===== config.mk =====
export PLATFORM = sky130hd
export DESIGN_NAME = alu_decode_stage
export DESIGN_NICKNAME = d
export VERILOG_FILES = /design/src/rtl/rv_alu_pkg.sv /design/src/rtl/alu_ctrl_dec.sv /design/src/rtl/alu_decode_stage.sv
export SDC_FILE = /design/constraint.sdc
export NUM_CORES = 1
export LEC_CHECK = 0
export ABC_AREA = 0
export CORE_ASPECT_RATIO = 0.6
export CORE_UTILIZATION = 43
export DETAILED_ROUTE_END_ITERATION = 16
export PLACE_DENSITY = 0.94
export RECOVER_POWER = 100
export SLEW_MARGIN = 5
export SYNTH_ARGS = -nofsm -noshare
export SYNTH_HDL_FRONTEND = slang
export SYNTH_SLANG_ARGS = --single-unit

===== constraint.sdc =====
create_clock -name clk -period 7.41 [get_ports clk]
set_input_delay 2.223 -clock clk [delete_from_list [all_inputs] [get_ports clk]]
set_output_delay 2.223 -clock clk [all_outputs]
set_load 0.05 [all_outputs]

===== src/rtl/rv_alu_pkg.sv =====
// rv_alu_pkg: shared RV32 ALU-side constants.
//   - ALU function-select (GS) codes consumed by the execute ALU
//   - Opcode and funct3 encodings for the integer ALU instruction groups
//   - alu_op_t: one decoded ALU operation as held in the decode stage register
package rv_alu_pkg;

   typedef enum logic [3:0] {
      GS_ADD  = 4'b0000,
      GS_SUB  = 4'b1000,
      GS_SLT  = 4'b0010,
      GS_SLTU = 4'b0011,
      GS_AND  = 4'b0100,
      GS_OR   = 4'b0101,
      GS_XOR  = 4'b0110
   } alu_gs_e;

   localparam logic [6:0] OP_REG   = 7'b0110011;
   localparam logic [6:0] OP_IMM   = 7'b0010011;
   localparam logic [6:0] OP_LUI   = 7'b0110111;
   localparam logic [6:0] OP_AUIPC = 7'b0010111;

   localparam logic [2:0] F3_ADD  = 3'b000;
   localparam logic [2:0] F3_SLL  = 3'b001;
   localparam logic [2:0] F3_SLT  = 3'b010;
   localparam logic [2:0] F3_SLTU = 3'b011;
   localparam logic [2:0] F3_XOR  = 3'b100;
   localparam logic [2:0] F3_SR   = 3'b101;
   localparam logic [2:0] F3_OR   = 3'b110;
   localparam logic [2:0] F3_AND  = 3'b111;

   typedef struct packed {
      logic [31:0] a;
      logic [31:0] b;
      logic [3:0]  gs;
      logic [4:0]  rd;
      logic        wb_en;
      logic        illegal;
   } alu_op_t;

endpackage


===== src/rtl/alu_ctrl_dec.sv =====
// alu_ctrl_dec: purely combinational RV32 integer-ALU decoder.
// Ports:
//   instr, pc, rs1_data, rs2_data  in  instruction word, its address, register operands
//   A, B                           out ALU operands
//   GS                             out ALU function select
//   rd                             out destination register (always instr[11:7])
//   wb_en                          out write-back enable (legal and rd != x0)
//   illegal                        out instruction not supported by this ALU path
// Shift encodings decode as illegal.
module alu_ctrl_dec
   import rv_alu_pkg::*;
(
   input  logic [31:0] instr,
   input  logic [31:0] pc,
   input  logic [31:0] rs1_data,
   input  logic [31:0] rs2_data,
   output logic [31:0] A,
   output logic [31:0] B,
   output logic [3:0]  GS,
   output logic [4:0]  rd,
   output logic        wb_en,
   output logic        illegal
);

   logic [6:0]  w_opcode;
   logic [2:0]  w_funct3;
   logic [31:0] w_imm_i;
   logic [31:0] w_imm_u;
   logic [3:0]  w_f3_gs;
   logic        w_f3_ok;

   assign w_opcode = instr[6:0];
   assign w_funct3 = instr[14:12];
   assign w_imm_i  = {{20{instr[31]}}, instr[31:20]};
   assign w_imm_u  = {instr[31:12], 12'h000};

   // funct3 -> GS mapping shared by register and immediate forms
   always_comb begin
      w_f3_ok = 1'b1;
      w_f3_gs = GS_ADD;
      case (w_funct3)
         F3_ADD:  w_f3_gs = GS_ADD;
         F3_SLT:  w_f3_gs = GS_SLT;
         F3_SLTU: w_f3_gs = GS_SLTU;
         F3_XOR:  w_f3_gs = GS_XOR;
         F3_OR:   w_f3_gs = GS_OR;
         F3_AND:  w_f3_gs = GS_AND;
         default: w_f3_ok = 1'b0;   // SLL / SRL / SRA
      endcase
   end

   always_comb begin
      A       = '0;
      B       = '0;
      GS      = GS_ADD;
      illegal = 1'b1;
      case (w_opcode)
         OP_REG: if (w_f3_ok) begin
            A       = rs1_data;
            B       = rs2_data;
            // only funct7[5] distinguishes SUB; other funct7 bits are ignored
            GS      = (w_funct3 == F3_ADD && instr[30]) ? GS_SUB : w_f3_gs;
            illegal = 1'b0;
         end
         OP_IMM: if (w_f3_ok) begin
            A       = rs1_data;
            B       = w_imm_i;
            GS      = w_f3_gs;
            illegal = 1'b0;
         end
         OP_LUI: begin
            B       = w_imm_u;
            illegal = 1'b0;
         end
         OP_AUIPC: begin
            A       = pc;
            B       = w_imm_u;
            illegal = 1'b0;
         end
         default: ;
      endcase
   end

   assign rd    = instr[11:7];
   assign wb_en = ~illegal & (|instr[11:7]);

endmodule


===== src/rtl/alu_decode_stage.sv =====
// alu_decode_stage: single-entry registered decode stage feeding the ALU.
// Ports:
//   clk, rst                          clock (rising edge), async active-high reset
//   in_valid/in_ready                 upstream handshake; in_ready is combinational
//   instr, pc, rs1_data, rs2_data     instruction and its operands
//   flush                             kill held entry and drop this cycle's input
//   out_valid/out_ready               downstream handshake
//   A, B, GS, rd, wb_en, illegal      registered decoded ALU operation
//   illegal_cnt                       saturating count of illegal instructions loaded
// Decode itself lives in alu_ctrl_dec; this level holds only the entry register,
// handshake and counter. Data outputs hold their last value when out_valid drops.
module alu_decode_stage
   import rv_alu_pkg::*;
(
   input  logic        clk,
   input  logic        rst,
   input  logic        in_valid,
   output logic        in_ready,
   input  logic [31:0] instr,
   input  logic [31:0] pc,
   input  logic [31:0] rs1_data,
   input  logic [31:0] rs2_data,
   input  logic        flush,
   output logic        out_valid,
   input  logic        out_ready,
   output logic [31:0] A,
   output logic [31:0] B,
   output logic [3:0]  GS,
   output logic [4:0]  rd,
   output logic        wb_en,
   output logic        illegal,
   output logic [15:0] illegal_cnt
);

   alu_op_t     w_dec;
   alu_op_t     r_op;
   logic        r_valid;
   logic [15:0] r_illegal_cnt;
   logic        w_load;

   alu_ctrl_dec u_dec (
      .instr    (instr),
      .pc       (pc),
      .rs1_data (rs1_data),
      .rs2_data (rs2_data),
      .A        (w_dec.a),
      .B        (w_dec.b),
      .GS       (w_dec.gs),
      .rd       (w_dec.rd),
      .wb_en    (w_dec.wb_en),
      .illegal  (w_dec.illegal)
   );

   // entry is free when empty or being drained this cycle
   assign in_ready = ~r_valid | out_ready;
   assign w_load   = in_valid & in_ready & ~flush;

   always_ff @(posedge clk or posedge rst) begin
      if (rst) begin
         r_valid       <= 1'b0;
         r_op          <= '{a: '0, b: '0, gs: GS_ADD, rd: '0, wb_en: 1'b0, illegal: 1'b0};
         r_illegal_cnt <= '0;
      end else if (flush) begin
         r_valid <= 1'b0;
      end else if (w_load) begin
         r_valid <= 1'b1;
         r_op    <= w_dec;
         if (w_dec.illegal && r_illegal_cnt != 16'hFFFF)
            r_illegal_cnt <= r_illegal_cnt + 16'd1;
      end else if (out_ready) begin
         r_valid <= 1'b0;
      end
   end

   assign out_valid   = r_valid;
   assign A           = r_op.a;
   assign B           = r_op.b;
   assign GS          = r_op.gs;
   assign rd          = r_op.rd;
   assign wb_en       = r_op.wb_en;
   assign illegal     = r_op.illegal;
   assign illegal_cnt = r_illegal_cnt;

endmodule


# After elaboration in Yosys (flattened, before gate mapping)
# Cells that the tools add are included.
[classes]
addsub = 1
mul = 0
div = 0
order_cmp = 0
eq_ne = 10
n_shift = 0
n_mux = 16
bitwise = 7
n_reduce_logical = 10
[ops]
columns = ["cell", "n"]
rows = [
  ["32-bit 2-to-1 mux", 3],
  ["32-bit case mux with 3 select lines", 1],
  ["32-bit case mux with 2 select lines", 1],
  ["16-bit by 1-bit adder with 16-bit output (second input constant)", 1],
  ["16-bit != test (second input constant)", 1],
  ["3-bit case mux with 5 select lines", 1],
  ["7-bit by 5-bit equality test with 1-bit output (second input constant)", 2],
  ["7-bit by 6-bit equality test with 1-bit output (second input constant)", 2],
  ["3-bit equality test (second input constant)", 3],
  ["4-bit 2-to-1 mux", 2],
  ["4-bit case mux with 2 select lines", 1],
  ["3-bit by 2-bit equality test with 1-bit output (second input constant)", 2],
  ["6-bit OR reduction", 1],
  ["1-bit 2-to-1 mux", 5],
  ["5-bit OR reduction", 1],
  ["2-bit OR reduction", 2],
  ["1-bit AND", 3],
  ["3-bit logical NOT", 1],
  ["3-bit 2-to-1 mux", 1],
  ["1-bit NOT", 3],
  ["3-bit AND reduction", 1],
  ["3-bit nonzero test", 1],
  ["1-bit logical AND", 2],
  ["1-bit case mux with 2 select lines", 1],
  ["2 further kinds", 2],
]
[totals]
regBits = 92
latchBits = 0
ramBits = 0
romBits = 0
mem_count = 0

# Logic depth before layout (Yosys ltp)
# Gate-level depths: netlist of run 1.
[logic_depth]
ltp_word = 7
mapped_depth = 8
ltp_nobuf = 6

# By module
# Synthesis of run 1 repeated with hierarchy kept, for this count alone.
[unflattened]
hier_cells = 469
hier_area_um2 = 5072.4
[by_module_without_submodules]
columns = ["module", "instances", "cells_per_inst", "area_each_um2", "seq_area_each_um2"]
rows = [
  ["alu_decode_stage", 1, 248, 3679.8, 2302.2],
  ["alu_ctrl_dec", 1, 221, 1392.6, 0.0],
]

# Worst setup path after synthesis of run 1
# No wires, ideal clock.
[synth_timing]
path_type = "input to output"
from = "input port out_ready"
to = "output port in_ready"
arrival_ps = 2660
required_time_ps = 5187
path_slack_ps = 2527
stages = 1
n_path_buf = 0
path_cell_list = "nand2b_1"
[synth_between]
elab_chain_len = 1
[synth_lines]
columns = ["item", "line", "rtl"]
rows = [
  ["start: declaration", "alu_decode_stage.sv:25", "input logic out_ready,"],
  ["1-bit OR", "alu_decode_stage.sv:55", "assign in_ready = ~r_valid | out_ready;"],
  ["end: declaration", "alu_decode_stage.sv:18", "output logic in_ready,"],
]
# Every way passes these cells.

# Worst setup path in the final report of run 1
[layout_timing]
from = "input port out_ready"
to = "register r_op, in the netlist B[11]"
[layout_between]
elab_chain_len = 4
[layout_lines]
columns = ["item", "line", "rtl"]
rows = [
  ["1-bit OR", "alu_decode_stage.sv:55", ""],
  ["1-bit AND (2 in series)", "alu_decode_stage.sv:56", "assign w_load = in_valid & in_ready & ~flush;"],
  ["2-bit AND reduction (no source line)", "-", ""],
  ["end signal: assignment", "alu_decode_stage.sv:61", "r_op <= '{a: '0, b: '0, gs: GS_ADD, rd: '0, wb_en: 1'b0, illegal: 1'b0};"],
  ["end signal: assignment", "alu_decode_stage.sv:67", "r_op <= w_dec;"],
  ["end: declaration", "alu_decode_stage.sv:36", "alu_op_t r_op;"],
]
# Every way passes these cells.
# A chain may end at the register's enable or synchronous reset.

==> impl_metrics.py, run 1 <==
metrics = {
    "outcome": {
        "outcome": "finished with violations",
        "violations": "capacitance limit, slew limit",
    },
    "timing": {
        "worstMarginPinSlew_ns": 2.130,
        "post-route-period-util": 0.8450,
        "slew_headroom": -0.4197,
        "fin_ws_ns": 1.149,
        "fin_crit_ns": 6.261,
        "hold_viol_final": 0,
        "setup_viol": 0,
        "setup_tns_ns": 0,
        "rsz0062_at_grt": "no",
        "skew_ns": 0.008370,
        "slew_violations": 63,
        "fmax_ghz": 0.1597,
    },
    "clocking": {
        "h-tree-depth": 3,
        "cts_tree": "built",
        "cts-hold-fix-buffers": 0,
        "cts_resized": 0,
        "cts_buffers": 9,
        "clock-sinks": 92,
        "clk_latency_ns": 0.33,
        "path_clk_slew_ns": 0.07,
        "cts_setup_buffers": 0,
        "cts_root_buffer": "clkbuf_16",
        "cts.path.max_buffers": 2,
    },
    "setup_path": {
        "worst-path-stages": 8,
        "cp_slowest_stage_delay_ns": 1.54,
        "critical_path_arrival_ns": 6.50,
        "critPathCapture": "B[11]$_DFFE_PP0P_",
        "reg2regPathDepth": 7,
        "ff2ff_setup_slack_ns": 3.19,
        "cp-start-kind": "input pin",
        "regToRegStartpoint": "out_valid$_DFFE_PP0P_",
        "crit_path_end_kind": "flop",
        "critPathBufInv": 3,
        "crit_fanout": 89,
        "required_ns": 7.65,
        "path_cells": "dlygate4sd3_1 -> nand2b_1 -> nand3b_1 -> buf_4 -> nor3_1 -> clkbuf_1 -> nand2_1 -> nand3_1",
        "crit_path_start": "out_ready",
        "r2r-end": "B[11]$_DFFE_PP0P_",
        "path_delay_family": "buffers and inverters",
        "crit_slowest_cell": "clkbuf_1",
        "critPathKind": "in2reg",
    },
    "power_and_ir_drop": {
        "combPwrFrac": 0.217,
        "p_sw_frac": 0.2914,
        "p_sw_uw": 379.2,
        "p_clk_frac": 0.359,
        "power_uw": 1301,
        "seq_power_share": 0.424,
        "peakVddDrop_mv": 0.1460,
        "power.density_nw_per_um2": 190.7,
        "p_int_uw": 922.1,
        "p_leak_uw": 0.003467,
    },
    "die": {
        "dieArea_um2": 10290,
        "core_area_um2": 9392,
        "die_h_um": 78.97,
        "die_w_um": 130.3,
        "num_rows": 27,
        "io_pins": 226,
        "initial_core_util": 0.4520,
    },
    "synthesis": {
        "yosysSeqAreaShare": 0.5423,
        "synth_common_cells": "dfrtp_1, nand3_1, a22o_1, a21o_1, nand2_1",
        "yosysWarnings": 0,
        "syn_inst": 386,
        "ys_types": 43,
        "yosysTopAreaCell": "dfrtp_1",
        "ys.flop_type": "dfrtp_1",
        "synthArstFlopShare": 1.000,
        "yosys.cell_count.top_type": "dfrtp_1",
        "ys_seq_elements": 92,
        "synth_area_leaders": "dfrtp_1, a22o_1, a21o_1, nand3_1, mux2i_1",
        "syn_nets": 520,
        "synth_edf_count": 0,
        "synth_top_area_frac": 0.5423,
        "synthesis.area_um2": 4245,
        "avgSynthCellArea_um2": 11.00,
    },
    "global_routing": {
        "grtUsageMet2": 0.4505,
        "gr-usage-met3": 0.08288,
        "antenna_found_initial": 0,
        "grtUsageTotal": 0.2634,
        "grt-ovfl-total": 0,
        "grtUsageMet1": 0.3183,
        "grt_busiest_layer": "met2",
        "grt_pass1_wl_um": 20710,
        "grt_max_degree": 90,
        "grt_pass1_vias": 4082,
    },
    "route": {
        "initialDrtViolationCount": 190,
        "num_vias": 4006,
        "drcViolationCount": 0,
        "finalWirelength_um": 13100,
        "viasPerCell": 5.465,
        "dr.pass1.iters": 5,
        "avgRoutedWirePerCell_um": 17.87,
        "antenna_left": 0,
    },
    "place": {
        "portBuffers": 225,
        "preCtsSetupSlack_ns": 1.530,
        "place.gp.congestion": 0.8160,
        "dp.final_hpwl_um": 9689,
        "dp_cells": 717,
    },
    "final_layout": {
        "finish.utilization": 0.7268,
        "layoutNonFillerInstCount": 733,
        "nNetsFinal": 732,
        "drive_above_1_share": 0.05307,
        "diodes": 0,
        "syn_to_final_growth_pct": 60.77,
    },
    "worst_hold_path": {
        "hold_class": "reg2reg",
    },
    "job": {
        "maxCapViolCount": 2,
    },
}
## cell usage in the layout, fill, tap and decap left out, drive strengths merged, types with 4 or more instances in the layout
cell / count
clkdlybuf4s50: 129
dlygate4sd3: 96
dfrtp: 92
nand3: 36
a22o: 34
a21o: 33
nand2: 29
o21ai: 21
nor2: 12
mux2i: 12
a21oi: 12
xnor2: 11
a22oi: 11
clkbuf: 11
mux2: 8
nand4: 7
and3: 5
nor3: 5
inv: 4
## flip-flops by register name, summed over array words and instances (netlist names)
signal	count
rd	5
illegal_cnt	16
illegal	1
A	32
GS	4
B	32
wb_en	1
out_valid	1
## layout make-up
| class | count | area, µm² |
|---|---|---|
| clock inverter | 6 | 68.82 |
| tap | 130 | 162.7 |
| fill | 689 | 2566 |
| multi-input combinational | 263 | 1762 |
| clock buffer | 10 | 239.0 |
| sequential | 92 | 2302 |
| inverter | 3 | 12.51 |
| timing repair buffer | 229 | 2278 |
## worst reg2reg max path: stages (launching register included)
cell      delay (ns)
dfrtp_1         0.40
nand2b_1        0.13
nand3b_1        0.10
buf_4           0.40
nor3_1          0.32
clkbuf_1        1.54
nand2_1         0.93
nand3_1         0.32
## cell families after synthesis
logic type / count (synthesis) / share of synthesized area
buf+inv: 31 / 0.04038
mux: 20 / 0.04952
fa+ha+maj: 1 / 0.002947
simple gates: 112 / 0.1382
xor+xnor: 14 / 0.02888
flops: 92 / 0.5423
compound gates: 116 / 0.1978
## power groups by stage
stage	sequential (µW)	clock, µW	combinational, µW
floorplan	643	0	65.9
global placement	558	0	287
detailed placement	562	0	293
CTS	553	478	294
global route	555	499	299
finish	551	468	282
## metrics by stage
stage	hold WS [ns]	cell area (µm²)
finish	0.4766	6825
global route	0.4981	6825
global placement	0.4617	6538
CTS	0.4843	6845
floorplan	0.7452	4245
detailed placement	0.4693	6538
## worst min path at each step
stage,start,slack [ns],end,cells after the start
floorplan,GS[3]$_DFFE_PP0P_,0.75,GS[3]$_DFFE_PP0P_,2
global placement,B[6]$_DFFE_PP0P_,0.46,B[6]$_DFFE_PP0P_,2
detailed placement,B[6]$_DFFE_PP0P_,0.47,B[6]$_DFFE_PP0P_,2
CTS,B[6]$_DFFE_PP0P_,0.48,B[6]$_DFFE_PP0P_,2
global route,illegal$_DFFE_PP0P_,0.50,illegal$_DFFE_PP0P_,1
finish,B[5]$_DFFE_PP0P_,0.48,B[5]$_DFFE_PP0P_,2
## routing by layer
layer	vias to the layer above	share of wire
met2	174	0.49
met1	1967	0.41
met5	-	0
met4	0	0.015
met3	16	0.082
li1	1849	-
No activity file was read; power rests on OpenSTA's default activity.
==> inputs of run 2 (changes only) <==
CORE_UTILIZATION = 36   (was 43)
PLACE_DENSITY = 0.85   (was 0.94)
clock period = 5.6 ns   (was 7.41 ns; I/O delays follow)
==> run 2 against run 1 <==
  * The flow still finishes with violations (capacitance limit, slew limit)
  * Largest power group unchanged
  * Largest cell class is now buffers
  * Sequential share of layout area down 0.18 points
  * Setup slack worse by 0.44 ns
  * Clock power increased by 20%
  * Critical path type is now in2out
  * Wire length increased by 0.87%
  * Global-route usage is 4.1 points lower
  * Register-to-register slack got worse by 0.73 ns
  * Power rose by 28%
  * Hold slack better by 0.00093 ns
==> impl_metrics.py, run 2 (same netlist as run 1, synthesis figures left out) <==
metrics = {
    "outcome": {
        "outcome": "finished with violations",
        "violations": "capacitance limit, slew limit",
    },
    "die": {
        "die_w_um": 142.2,
        "io_pins": 226,
        "num_rows": 30,
        "die_h_um": 86.12,
        "dieArea_um2": 12250,
        "core_area_um2": 11370,
        "initial_core_util": 0.3733,
    },
    "timing": {
        "fin_crit_ns": 4.888,
        "fin_ws_ns": 0.7120,
        "slew_headroom": -0.1079,
        "whs_ns": 0.4775,
        "rsz0062_at_grt": "no",
        "worstMarginPinSlew_ns": 1.653,
        "hold_viol_final": 0,
        "setup_tns_ns": 0,
        "skew_ns": 0.008828,
        "setup_viol": 0,
        "fmax_ghz": 0.2046,
        "post-route-period-util": 0.8729,
        "slew_violations": 55,
    },
    "setup_path": {
        "critPathKind": "in2out",
        "critical_path_arrival_ns": 3.21,
        "regToRegStartpoint": "out_valid$_DFFE_PP0P_",
        "path_cells": "dlygate4sd3_1 -> nand2b_1 -> dlygate4sd3_1",
        "required_ns": 3.92,
        "crit_slowest_cell": "dlygate4sd3_1",
        "cp-start-kind": "input pin",
        "cp_slowest_stage_delay_ns": 0.88,
        "reg2regPathDepth": 7,
        "cpMostUsedCell": "dlygate4sd3_1",
        "r2r-end": "A[22]$_DFFE_PP0P_",
        "ff2ff_setup_slack_ns": 2.46,
        "crit_path_end_kind": "output port",
        "crit_fanout": 3,
    },
    "power_and_ir_drop": {
        "p_clk_frac": 0.337,
        "peakVddDrop_mv": 0.1508,
        "p_int_uw": 1161,
        "p_leak_uw": 0.003465,
        "seq_power_share": 0.438,
        "combPwrFrac": 0.224,
        "p_sw_uw": 500.1,
        "power.density_nw_per_um2": 242.2,
        "power_uw": 1662,
        "p_sw_frac": 0.3010,
    },
    "global_routing": {
        "grt_pass1_vias": 4179,
        "grt_pass1_wl_um": 21270,
        "grt_max_degree": 55,
        "grtUsageTotal": 0.2228,
        "grt-ovfl-total": 0,
        "antenna_found_initial": 0,
    },
    "job": {
        "maxCapViolCount": 2,
    },
    "place": {
        "placedInstanceArea_um2": 6610,
        "portBuffers": 225,
        "place.gp.congestion": 0.8169,
        "dp.final_hpwl_um": 9939,
        "preCtsSetupSlack_ns": 0.8485,
    },
    "route": {
        "dr.pass1.iters": 4,
        "initialDrtViolationCount": 262,
        "antenna_left": 0,
        "avgRoutedWirePerCell_um": 17.25,
        "drcViolationCount": 0,
        "num_vias": 3984,
        "finalWirelength_um": 13210,
        "viasPerCell": 5.201,
    },
    "worst_hold_path": {
        "min_from": "GS[3]$_DFFE_PP0P_",
        "hold_path_end": "GS[3]$_DFFE_PP0P_",
        "hold_class": "reg2reg",
        "hold_depth": 2,
    },
    "clocking": {
        "cts-hold-fix-buffers": 0,
        "cts.path.max_buffers": 2,
        "cts_buffers": 9,
        "cts_tree": "built",
        "cts_root_buffer": "clkbuf_16",
        "path_clk_slew_ns": 0.06,
        "cts_setup_buffers": 0,
        "cts_resized": 0,
        "h-tree-depth": 3,
        "clock-sinks": 92,
        "clk_latency_ns": 0.32,
    },
    "final_layout": {
        "mostFrequentLayoutCells": "clkdlybuf4s50_1, dlygate4sd3_1, dfrtp_1, nand3_1, a22o_1",
        "stdcell_area_um2": 6862,
        "nNetsFinal": 735,
        "layout_commonest_cell": "clkdlybuf4s50_1",
        "diodes": 0,
        "drive_above_1_share": 0.05776,
        "syn_to_final_growth_pct": 61.63,
        "nFillCells": 945,
        "multi_input_area_um2": 1762,
        "regArea_um2": 2302,
    },
}
## run 2: layout make-up
class | instances | share of cell area
Clock inverter | 7 | 0.007476
Sequential cell | 92 | 0.3355
Tap cell | 160 | 0.02918
Multi-Input combinational cell | 263 | 0.2567
Timing Repair Buffer | 232 | 0.3364
Inverter | 3 | 0.001823
Clock buffer | 9 | 0.03282
## run 2: per-layer routing
layer | wire, µm | global-route usage | vias up
li1 | - | - | 1838
met1 | 5738 | 0.2841 | 1973
met2 | 6404 | 0.3788 | 159
met3 | 874 | 0.06142 | 14
met4 | 195 | 0.04888 | 0
met5 | 0 | 0 | -
## run 2: power by group through the flow
stage	combinational [µW]	clock, µW	sequential (µW)
3_3_place_gp	381	0	739
3_5_place_dp	387	0	742
6_report	373	561	728
2_1_floorplan	87.2	0	851
4_1_cts	388	580	730
5_1_grt	395	604	734
## run 2: how the worst max path moves through the flow
stage	startpoint	to	cells after the start
2_1_floorplan	rst	A[0]$_DFFE_PP0P_	1
3_3_place_gp	out_ready	in_ready	3
3_5_place_dp	out_ready	in_ready	3
4_1_cts	out_ready	in_ready	3
5_1_grt	instr[2]	B[11]$_DFFE_PP0P_	5
6_report	out_ready	in_ready	3
## run 2: worst max-delay path: cells and delay by family
kind,cells,cell delay (ns)
buf+inv,2,1.39
simple gates,1,0.14
## run 2: per-stage QoR
| stage | std cells | util |
|---|---|---|
| 5_1_grt | 766 | 0.6033 |
| 3_5_place_dp | 750 | 0.5812 |
| 4_1_cts | 766 | 0.6055 |
| 3_3_place_gp | 750 | 0.5812 |
| 6_report | 766 | 0.6033 |
| 2_1_floorplan | 386 | - |
==> inputs of run 3 (changes only) <==
PLACE_DENSITY = 0.83   (was 0.85)
==> run 3 against run 2 <==
  * The flow still finishes with violations (capacitance limit, slew limit)
  * Critical endpoint unchanged
  * Core utilization up 0.77 points
  * Sequential share of layout area is 0.42 points lower
  * Largest cell class unchanged
  * Power rose by 9.4%
==> impl_metrics.py, run 3 (same netlist as run 1, synthesis figures left out) <==
metrics = {
    "outcome": {
        "outcome": "finished with violations",
        "violations": "capacitance limit, slew limit",
    },
    "die": {
        "die_h_um": 86.12,
        "io_pins": 226,
        "die_w_um": 142.2,
        "core_area_um2": 11370,
        "num_rows": 30,
        "initial_core_util": 0.3733,
        "dieArea_um2": 12250,
    },
    "final_layout": {
        "layout_commonest_cell": "clkdlybuf4s50_1",
        "mostFrequentLayoutCells": "clkdlybuf4s50_1, dlygate4sd3_1, dfrtp_1, nand3_1, a22o_1",
        "syn_to_final_growth_pct": 63.69,
        "diodes": 0,
        "layoutNonFillerInstCount": 766,
        "stdcell_area_um2": 6949,
        "drive_above_1_share": 0.05776,
        "nFillCells": 937,
        "nNetsFinal": 735,
    },
    "setup_path": {
        "worst-path-stages": 3,
        "crit_path_end_kind": "output port",
        "crit_slowest_cell": "dlygate4sd3_1",
        "critPathBufInv": 2,
        "path_delay_family": "buffers and inverters",
        "critPathKind": "in2out",
        "required_ns": 3.92,
        "reg2regPathDepth": 7,
        "cp-start-kind": "input pin",
        "cp_slowest_stage_delay_ns": 0.88,
        "critical_path_arrival_ns": 3.23,
        "crit_fanout": 3,
        "cpMostUsedCell": "dlygate4sd3_1",
        "path_cells": "dlygate4sd3_1 -> nand2b_1 -> dlygate4sd3_1",
    },
    "global_routing": {
        "grtUsageTotal": 0.2105,
        "antenna_found_initial": 0,
        "grt-ovfl-total": 0,
        "grt_pass1_vias": 3947,
        "grt_pass1_wl_um": 20220,
        "grt_max_degree": 66,
    },
    "timing": {
        "setup_tns_ns": 0,
        "slew_headroom": -0.9763,
        "worstMarginPinSlew_ns": 2.948,
        "skew_ns": 0.008199,
        "post-route-period-util": 0.8759,
        "fin_crit_ns": 4.905,
        "setup_viol": 0,
        "slew_violations": 81,
        "rsz0062_at_grt": "no",
        "fmax_ghz": 0.2039,
        "hold_viol_final": 0,
    },
    "clocking": {
        "clk_latency_ns": 0.33,
        "cts.path.max_buffers": 2,
        "cts_root_buffer": "clkbuf_16",
        "path_clk_slew_ns": 0.06,
        "h-tree-depth": 3,
        "cts_tree": "built",
        "clock-sinks": 92,
        "cts_buffers": 9,
        "cts_resized": 0,
        "cts-hold-fix-buffers": 0,
        "cts_setup_buffers": 0,
    },
    "place": {
        "place.gp.congestion": 0.8508,
        "portBuffers": 225,
        "dp.final_hpwl_um": 9474,
        "placedInstanceArea_um2": 6610,
        "dp_cells": 750,
    },
    "route": {
        "finalWirelength_um": 12840,
        "antenna_left": 0,
        "initialDrtViolationCount": 184,
        "viasPerCell": 5.146,
        "drcViolationCount": 0,
        "dr.pass1.iters": 4,
        "num_vias": 3942,
        "avgRoutedWirePerCell_um": 16.77,
    },
    "job": {
        "maxCapViolCount": 2,
    },
    "power_and_ir_drop": {
        "power.density_nw_per_um2": 261.5,
        "p_leak_uw": 0.003516,
        "peakVddDrop_mv": 0.1371,
    },
    "worst_hold_path": {
        "hold_depth": 2,
        "hold_class": "reg2reg",
    },
}
-- run 3: area by class of cell --
type                       count  area, µm²  area share
multi-input combinational    263       1768      0.2544
sequential                    92       2302      0.3313
tap                          160      200.2     0.02881
timing repair buffer         232       2311      0.3326
inverter                       3      12.51    0.001801
clock buffer                  10      239.0     0.03439
clock inverter                 6      116.4     0.01674
-- run 3: stage by stage --
stage	setup slack (ns)	power [µW]	hold slack [ns]	util
5_1_grt	0.6672	1886	0.4977	0.6110
2_1_floorplan	1.528	937.9	0.7452	-
3_3_place_gp	0.8482	1120	0.4650	0.5812
3_5_place_dp	0.8249	1127	0.4741	0.5812
4_1_cts	0.8216	1848	0.4883	0.6124
6_report	0.6948	1817	0.4791	0.6110
-- run 3: tightest hold or removal path, delay by kind of cell (launching register included) --
family	cells	cell delay [ns]
AOI/OAI and AO/OA	1	0.07
DFF	1	0.33
and+or+nand+nor	1	0.04
-- run 3: worst paths after layout --
check / startpoint / endpoint / slack [ns]
setup / recovery: out_ready / in_ready / 0.69
hold / removal: GS[0]$_DFFE_PP0P_ / GS[0]$_DFFE_PP0P_ / 0.48
setup reg to reg: out_valid$_DFFE_PP0P_ / A[14]$_DFFE_PP0P_ / 2.47
hold reg to reg: GS[0]$_DFFE_PP0P_ / GS[0]$_DFFE_PP0P_ / 0.48
max in group asynchronous: rst / rd[0]$_DFFE_PP0P_ / 1.30
min in group asynchronous: rst / out_valid$_DFFE_PP0P_ / 2.63
-- run 3: per-layer routing --
| metal | vias to the layer above | routed length [µm] | track usage |
|---|---|---|---|
| met5 | - | 0 | 0 |
| met4 | 0 | 172 | 0.04985 |
| met3 | 18 | 1015 | 0.06421 |
| met2 | 163 | 6077 | 0.3485 |
| met1 | 1915 | 5579 | 0.2706 |
| li1 | 1846 | - | - |
-- run 3: power breakdown --
group | total, µW | switching [µW] | internal [µW] | leakage, µW
clock | 718 | 265 | 453 | 0.000174
sequential | 728 | 31.1 | 697 | 0.00126
combinational | 371 | 209 | 162 | 0.00208
